$ cat src/rtl/ddrphy_dly_tap_ctrl.sv
// Dynamic delay-line tap sequencer for one DDR PHY IOD lane.
// Converts an absolute tap request into single MOVE steps (or a LOAD), each followed by a settle window.
module ddrphy_dly_tap_ctrl #(
    parameter int TAP_W         = 8,
    parameter int INIT_TAP      = 1,
    parameter int SETTLE_CYCLES = 4
) (
    input  logic             fab_clk,
    input  logic             arst_n,
    input  logic             req_valid,
    output logic             req_ready,
    input  logic             req_load,
    input  logic [TAP_W-1:0] req_target,
    output logic             done,
    output logic             done_oor,
    output logic             busy,
    output logic [TAP_W-1:0] cur_tap,
    output logic             delay_line_move,
    output logic             delay_line_direction,
    output logic             delay_line_load,
    input  logic             delay_line_out_of_range
);

    localparam int CNT_W = (SETTLE_CYCLES > 1) ? $clog2(SETTLE_CYCLES) : 1;
    localparam logic [CNT_W-1:0] CNT_LAST = CNT_W'(SETTLE_CYCLES - 1);
    localparam logic [TAP_W-1:0] TAP_ONE  = TAP_W'(1);
    localparam logic [TAP_W-1:0] TAP_INIT = TAP_W'(INIT_TAP);

    // state  | meaning
    // IDLE   | waiting for a request, req_ready high
    // LOAD   | one-cycle reload pulse to the IOD
    // MOVE   | one-cycle step pulse to the IOD
    // SETTLE | settle window; out-of-range sampled in its last cycle
    // FINISH | one-cycle done pulse
    typedef enum logic [2:0] {
        S_IDLE,
        S_LOAD,
        S_MOVE,
        S_SETTLE,
        S_FINISH
    } state_t;

    state_t           state, state_nxt;
    logic [CNT_W-1:0] settle_cnt;
    logic [TAP_W-1:0] target;
    logic             is_load;
    logic             oor_flag;
    logic             oor_hit;
    logic             accept;

    assign accept    = req_valid && (state == S_IDLE);
    assign req_ready = (state == S_IDLE);
    assign busy      = (state != S_IDLE);
    assign done_oor  = oor_flag;

    always_comb begin
        state_nxt = state;
        oor_hit   = 1'b0;
        case (state)
            S_IDLE: begin
                if (req_valid) begin
                    if (req_load)
                        state_nxt = S_LOAD;
                    else if (req_target != cur_tap)
                        state_nxt = S_MOVE;
                    else
                        state_nxt = S_FINISH;
                end
            end
            S_LOAD:   state_nxt = S_SETTLE;
            S_MOVE:   state_nxt = S_SETTLE;
            S_SETTLE: begin
                if (settle_cnt == '0) begin
                    if (is_load) begin
                        state_nxt = S_FINISH;
                    end else if (delay_line_out_of_range) begin
                        oor_hit   = 1'b1;
                        state_nxt = S_FINISH;
                    end else if (cur_tap == target) begin
                        state_nxt = S_FINISH;
                    end else begin
                        state_nxt = S_MOVE;
                    end
                end
            end
            S_FINISH: state_nxt = S_IDLE;
            default:  state_nxt = S_IDLE;
        endcase
    end

    always_ff @(posedge fab_clk or negedge arst_n) begin
        if (!arst_n) begin
            state                <= S_IDLE;
            settle_cnt           <= '0;
            target               <= '0;
            is_load              <= 1'b0;
            oor_flag             <= 1'b0;
            cur_tap              <= TAP_INIT;
            delay_line_move      <= 1'b0;
            delay_line_load      <= 1'b0;
            delay_line_direction <= 1'b0;
            done                 <= 1'b0;
        end else begin
            state           <= state_nxt;
            // Pulses are registered from the next state so they line up with it
            delay_line_move <= (state_nxt == S_MOVE);
            delay_line_load <= (state_nxt == S_LOAD);
            done            <= (state_nxt == S_FINISH);
            case (state)
                S_IDLE: begin
                    if (accept) begin
                        target  <= req_target;
                        is_load <= req_load;
                        if (!req_load && (req_target != cur_tap))
                            delay_line_direction <= (req_target > cur_tap);
                    end
                end
                S_LOAD: begin
                    cur_tap    <= TAP_INIT;
                    settle_cnt <= CNT_LAST;
                end
                S_MOVE: begin
                    cur_tap    <= delay_line_direction ? (cur_tap + TAP_ONE) : (cur_tap - TAP_ONE);
                    settle_cnt <= CNT_LAST;
                end
                S_SETTLE: begin
                    if (settle_cnt != '0)
                        settle_cnt <= settle_cnt - 1'b1;
                    if (oor_hit) begin
                        // The line saturated, so the last step never happened
                        cur_tap  <= delay_line_direction ? (cur_tap - TAP_ONE) : (cur_tap + TAP_ONE);
                        oor_flag <= 1'b1;
                    end
                end
                S_FINISH: oor_flag <= 1'b0;
                default: ;
            endcase
        end
    end

endmodule

$ cat config.mk
export PLATFORM = sky130hd
export DESIGN_NAME = ddrphy_dly_tap_ctrl
export DESIGN_NICKNAME = d
export VERILOG_FILES = /design/src/rtl/ddrphy_dly_tap_ctrl.sv
export SDC_FILE = /design/constraint.sdc
export NUM_CORES = 1
export LEC_CHECK = 0
export CAP_MARGIN = 10
export CORE_MARGIN = 4
export CORE_UTILIZATION = 37
export CTS_CLUSTER_DIAMETER = 120
export CTS_CLUSTER_SIZE = 12
export DETAILED_ROUTE_END_ITERATION = 10
export SLEW_MARGIN = 5
export SYNTH_ARGS = -nofsm -noshare
export SYNTH_HDL_FRONTEND = slang
export SYNTH_SLANG_ARGS = --single-unit
$ cat constraint.sdc
create_clock -name fab_clk -period 1.8 [get_ports fab_clk]
set_input_delay 0.18 -clock fab_clk [delete_from_list [all_inputs] [get_ports fab_clk]]
set_output_delay 0.18 -clock fab_clk [all_outputs]
set_load 0.05 [all_outputs]
==> results of run 1 <==
==> registers in the layout, summed over array words and instances, names as in the netlist, 2 cells and up <==
name and flops:
target 8, settle_cnt 2, cur_tap 8, state 3
==> cell families (layout without fill, tap and decap cells) <==
kind of cell             after synthesis  count (layout)
AO/OA/AOI/OAI                         42              42
adder cells (fa/ha/maj)               11              11
flip-flops                            27              27
AND/OR/NAND/NOR                       74              74
multiplexers                           2               2
buffers and inverters                 22              57
XOR/XNOR                              11              11
==> worst paths after layout <==
path / from / to / slack (ns)
worst min register to register: target[6] / target[6] / 0.51
worst min-delay path: arst_n / state[1] / 0.27
max in group asynchronous: arst_n / cur_tap[0] / 1.22
min in group fab_clk: req_target[5] / target[5] / 0.47
worst max register to register: cur_tap[0] / delay_line_direction / 0.08
worst max-delay path: cur_tap[3] / cur_tap[3] / 0.06
==> layer usage <==
| metal | vias to the layer above | routed length (um) |
|---|---|---|
| met5 | - | 0 |
| met4 | 0 | 40 |
| met3 | 2 | 120 |
| met2 | 27 | 1880 |
| met1 | 697 | 2010 |
| li1 | 744 | - |
==> synth_stat cells, types with 2 or more instances <==
| cell type | count |
|---|---|
| a21o_1 | 4 |
| ha_1 | 11 |
| o31ai_1 | 2 |
| nand2_1 | 32 |
| or3_1 | 3 |
| o31a_1 | 2 |
| buf_2 | 2 |
| o22ai_1 | 3 |
| nor2_1 | 14 |
| nand3_1 | 2 |
| o2bb2ai_1 | 2 |
| dfrtp_1 | 26 |
| o21a_1 | 2 |
| inv_1 | 16 |
| mux2i_1 | 2 |
| nand4_1 | 7 |
| nor3_1 | 3 |
| o211ai_1 | 2 |
| nor4_1 | 6 |
| buf_6 | 2 |
| a21oi_1 | 7 |
| o21ai_0 | 6 |
| xnor2_1 | 10 |
==> through the flow <==
stage / area [um^2] / setup WS [ns]
after floorplan: 1760 / 0.0163
after global routing: 2160 / 0.0101
after global placement: 2120 / 0.0165
after CTS: 2160 / 0.0586
after detailed placement: 2120 / -0.0140
final: 2160 / 0.0638
==> layout make-up <==
cell class,count,share of cell area (%)
inverter,16,2.95
tap,52,3.01
clock buffer,4,2.08
multi-input combinational,140,43.9
timing repair buffer,37,16.3
sequential,27,31.8
==> where the power goes <==
group	switching (mW)	total [mW]	internal [mW]	leakage (nW)
Clock	0.190	0.348	0.159	0.0228
Sequential	0.307	1.17	0.867	0.320
Combinational	1.23	2.09	0.861	0.613
==> repair_timing <==
item	4_1_cts	5_1_grt
endpoints found under the setup margin	1	4
gates resized for setup	1	3
pin swaps	0	1
==> results.md, run 1 <==
* Status: finished, final reports clean
* Post-CTS Hold Buffers at 0
* I/O pins at 28
* Busiest grt layer: met2
* Total gr overflow at 0
* Inserted Diodes at 0
* Multi-input logic area at 950 um^2
* Routed len/inst at 14.7 um
* Max-slew headroom at 66.6%
* Final ANT Viol Nets at 0
* Area of the mapped netlist at 0.00171 mm^2
* Vias at 1470
* CTS tree: built
* PortBufs at 27
* Post-CTS setup buffers at 0
* Number of clock buffers inserted by TritonCTS at 3
* Post-Synth Simple-Gate Area at 21.4%
* Drt drc at 0
* PwrDens at 1670 mW/mm^2
* Synth top area cells: dfrtp_1 (38%), ha_1 (8.0%), nand2_1 (7.0%), xnor2_1 (5.1%), inv_1 (3.5%)
* Die height at 76.0 um
* Final worst path period share at 96.5%
* FILL cells at 440
* WP data arrival at 1.56 ns
* MaxCap Viol Count at 0
* Crit path max-delay family: buffers and inverters
* Slowest CP cell: clkdlybuf4s50_1
* Multiplexer share of the synthesized area at 1.17%
* WL final at 4050 um
* CP startpoint kind: flip-flop
* Syn_nets at 213
* Clock transition at path regs at 0.10 ns
* Root buf cell: clkbuf_8
* Leak pwr at 0.955 nW
* Final setup skew at 0.0136 ns
* Routing usage on met1 at 20.3%
* Met2 GRT Util at 23.5%
* Most frequent cells in the layout: nand2_1 (31), clkdlybuf4s50_1 (19), dfrtp_1 (18)
* Worst VDD drop at 0.799 mV
* Worst hold path class: in -> async
* Die Wd at 76.0 um
* Yosys cell types at 46
* Synth Instances at 189
* Largest area contributor in the netlist: dfrtp_1
* Post-route setup TNS at 0 ns
* Crit. End Element: output port
* Register area at 687 um^2
* Yosys top cell area share at 38.0%
* Syn-to-layout area delta at 26.3%
* Commonest non-fill, non-tap cell in the layout: nand2_1
* Final setup violation count at 0
* Fin nets at 249
* Layout Cells excl Fill at 276
* Critical path type: reg -> out
* Deepest clock path buffer count at 2
* Final Hold Fails at 0
* Die footprint at 0.00578 mm^2
* Min Tclk post-route at 1.74 ns
* Worst-path fanout max at 7
* Core Util, Final at 49.0%
* Vias in the first global route at 1398
* Sink Count at 27
* Fmax at 576 MHz
* CP Cell Sequence: clkdlybuf4s50_1
* Initial antenna violation count at 0
* Hpwl dp at 3180 um
* Critical Path Max Stage Delay at 0.83 ns
* Synth Area in XOR/XNOR at 6.07%
* Detailed router's first-iteration violation count at 75
* Core ar. at 0.00441 mm^2
* Sequential share of the synthesized area at 39.5%
* First-pass GRT wire length at 6980 um
* Number of synthesized flops with an enable pin at 0
* Latest clock arrival within the worst-skew pair at 0.27 ns
* CP required at 1.62 ns
* Vias per cell at 5.33
* Worst-margin pin slew at 0.500 ns
* Synth async-reset ratio at 100%
* Placer congestion estimate at 0.814
* Share of cells above drive strength 1 at 17.9%
* Dpl cells at 272
* Synth warn at 0
* RSZ-0062 raised after global routing: no
* Drt pass-1 iters at 4
* Max-slew violations at 0
* Yosys reg bits at 27
* Hold slack at 0.274 ns
* Global Route Usage Sum at 14.5%
* Synth Flop Type: dfrtp_1
* Largest family of logic cells by synthesized area: simple AND/OR/NAND/NOR gates
* Compound-Gate Fraction of Synth Area at 17.8%
* Worst Path Buf+Inv at 1
* Syn_area_per_cell at 9.06 um^2
* Initial Util at 38.8%
* CTS H-tree lvls at 1
* Worst path depth at 1
* Met3 GRT Util at 2.13%
* Area share of fa/ha/maj cells after synthesis at 8.04%
* Overall power at 3.62 mW
* Std cell rows at 24
* Pin count of the biggest net entering global routing at 28
* Worst r2r path cells at 5
Power figures use the tool's default switching activity.
==> run 2, diff against run 1 <==
--- a/config.mk
+++ b/config.mk
@@ -11,6 +11,7 @@
 export CTS_CLUSTER_DIAMETER = 120
 export CTS_CLUSTER_SIZE = 12
 export DETAILED_ROUTE_END_ITERATION = 10
+export SETUP_SLACK_MARGIN = 0.05
 export SLEW_MARGIN = 5
 export SYNTH_ARGS = -nofsm -noshare
 export SYNTH_HDL_FRONTEND = slang
==> run 2 against run 1 <==
Flip-flop and latch count stayed put. Largest cell class unchanged. Maximum frequency up 2.9%. Sequential share of layout area shrank 1.5 points. Final cell count grew 2.2%. Critical path depth up 4. Power is 4.4% higher. Via count up 1.6%. Sequential power about the same. Largest power group unchanged.
==> results.md, run 2 (synthesized netlist as in run 1, its figures left out) <==
* Status: finished, final reports clean (unchanged)
* Pin count of the biggest net entering global routing at 28 (unchanged)
* Setup crit end: delay_line_direction (was cur_tap[3])
* Final setup violation count at 0 (unchanged)
* Final worst path period share at 93.7% (was 96.5%)
* Post-route setup TNS at 0 ns (unchanged)
* Worst-margin pin slew at 0.499 ns (was 0.500 ns)
* Detailed router's first-iteration violation count at 162 (was 75)
* Total gr overflow at 0 (unchanged)
* Commonest non-fill, non-tap cell in the layout: nand2_1 (unchanged)
* Post-CTS Hold Buffers at 0 (unchanged)
* Top Layer Used: met4 (unchanged)
* Drt pass-1 iters at 4 (unchanged)
* Fin nets at 255 (was 249)
* Hpwl dp at 3230 um (was 3180 um)
* CTS tree: built (unchanged)
* Drt drc at 0 (unchanged)
* Most frequent cells in the layout: nand2_1 (31), buf_4 (22), dfrtp_1 (18) (was nand2_1 (31), clkdlybuf4s50_1 (19), dfrtp_1 (18))
* Root buf cell: clkbuf_8 (unchanged)
* Vias at 1493 (was 1470)
* Syn-to-layout area delta at 32.7% (was 26.3%)
* Deepest clock path buffer count at 2 (unchanged)
* Routed len/inst at 15.1 um (was 14.7 um)
* Share of cells above drive strength 1 at 24.8% (was 17.9%)
* Max-slew headroom at 66.6% (about the same)
* PortBufs at 27 (unchanged)
* Crit path launch: cur_tap[0] (was cur_tap[3])
* Critical path type: reg -> reg (was reg -> out)
* Final Hold Fails at 0 (unchanged)
* Worst hold path class: in -> async (unchanged)
* Leak pwr at 1.00 nW (was 0.955 nW)
* Global Route Usage Sum at 14.7% (was 14.5%)
* Max-slew violations at 0 (unchanged)
* Die height at 76.0 um (unchanged)
* Sink Count at 27 (unchanged)
* Worst VDD drop at 0.704 mV (was 0.799 mV)
* MaxCap Viol Count at 0 (unchanged)
* Met3 routed WL at 109 um (was 120 um)
* M1 WL at 2080 um (was 2010 um)
* Final setup skew at 0.00598 ns (was 0.0136 ns)
* CP startpoint kind: flip-flop (unchanged)
* Final ANT Viol Nets at 0 (unchanged)
* Initial antenna violation count at 0 (unchanged)
* Vias in the first global route at 1396 (was 1398)
* WP data arrival at 1.86 ns (was 1.56 ns)
* Reg-to-reg slack, setup at 0.11 ns (was 0.08 ns)
* Min Tclk post-route at 1.69 ns (was 1.74 ns)
* WL final at 4250 um (was 4050 um)
* R2r startpoint: cur_tap[0] (unchanged)
* Crit. End Element: flip-flop (was output port)
* Layout Cells excl Fill at 282 (was 276)
* Latest clock arrival within the worst-skew pair at 0.28 ns (was 0.27 ns)
* I/O pins at 28 (unchanged)
* Initial Util at 38.8% (unchanged)
* Core ar. at 0.00441 mm^2 (unchanged)
* Largest registers: cur_tap (8), target (8), state (3) (unchanged)
* Worst r2r path cells at 5 (unchanged)
* Reg2reg end: delay_line_direction (unchanged)
* CTS H-tree lvls at 1 (unchanged)
* PwrDens at 1660 mW/mm^2 (was 1670 mW/mm^2)
* Wire length on met2 at 2020 um (was 1880 um)
* Std cell rows at 24 (unchanged)
* Placer congestion estimate at 0.842 (was 0.814)
* Inserted Diodes at 0 (unchanged)
* FILL cells at 427 (was 440)
* CP required at 1.97 ns (was 1.62 ns)
* RSZ-0062 raised after global routing: yes (was no)
* Die footprint at 0.00578 mm^2 (unchanged)
* Dpl cells at 272 (unchanged)
* Fmax at 593 MHz (was 576 MHz)
* Die Wd at 76.0 um (unchanged)
* Number of clock buffers inserted by TritonCTS at 3 (unchanged)
* Clock transition at path regs at 0.10 ns (about the same)
* Worst-path fanout max at 8 (was 7)
* Vias per cell at 5.29 (was 5.33)
* First-pass GRT wire length at 7070 um (was 6980 um)
==> run 2: changes by cell type in the layout (fill, tap and decap cells not counted), moves of 2 or more <==
cell	before	now
inv_1	15	13
ha_4	0	2
buf_4	15	22
clkdlybuf4s50_1	19	17
ha_1	10	8
==> run 2: cell type report <==
class / instances / area (um^2) / area share (%)
repair buffers: 43 / 397 / 17.5
inverters: 16 / 66.3 / 2.92
multi-input cells: 140 / 1010 / 44.4
clock buffers: 3 / 41.3 / 1.82
well taps: 52 / 65.1 / 2.87
flip-flops and latches: 27 / 687 / 30.2
clock inverters: 1 / 7.51 / 0.331
==> run 2: power by group <==
part | total, mW | internal, mW | switching, mW
combinational | 2.23 | 0.934 | 1.29
sequential | 1.18 | 0.867 | 0.317
clock | 0.365 | 0.158 | 0.207
==> run 2: critical path, cell delays in order (launching register included) <==
cell	delay, ns
dfstp_2	0.64
ha_1	0.26
nand4_1	0.14
o211a_4	0.20
o21ai_1	0.06
o32a_1	0.28
==> run 2: how the worst min path moves through the flow <==
stage                          from              end  slack, ns  cells after the start
final                        arst_n          is_load       0.26                      2
after global routing         arst_n             done       0.30                      2
after CTS                    arst_n  delay_line_load       0.28                      2
after detailed placement  target[4]        target[4]       0.49                      2
after global placement    target[4]        target[4]       0.48                      2
after floorplan              arst_n       cur_tap[1]      -0.12                      0
==> run 2: metrics by stage <==
stage                     power [mW]  setup slack [ns]  utilization (%)  instance area [um^2]  hold slack, ns
after floorplan                 2.74            0.0451                -                  1780          -0.116
after global placement          3.29            0.0425             48.4                  2130           0.479
after detailed placement        3.30            0.0126             48.4                  2130           0.487
after CTS                       3.66            0.0579             49.4                  2180           0.278
after global routing            4.08            0.0215             51.4                  2270           0.296
final                           3.77             0.113             51.4                  2270           0.263
==> run 2: per-layer routing <==
layer | up-vias | global-route usage, %
met5 | - | 0
met1 | 718 | 21.3
met3 | 2 | 2.84
li1 | 753 | -
met2 | 20 | 22.4
met4 | 0 | 3.20
==> run 2: what timing repair did <==
item | in CTS | in global routing
endpoints found under the setup margin | 1 | 9
endpoints found under the hold margin | 0 | 0
pin swaps | 0 | 3
resized for setup | 1 | 10
buffers inserted | 0 | 6
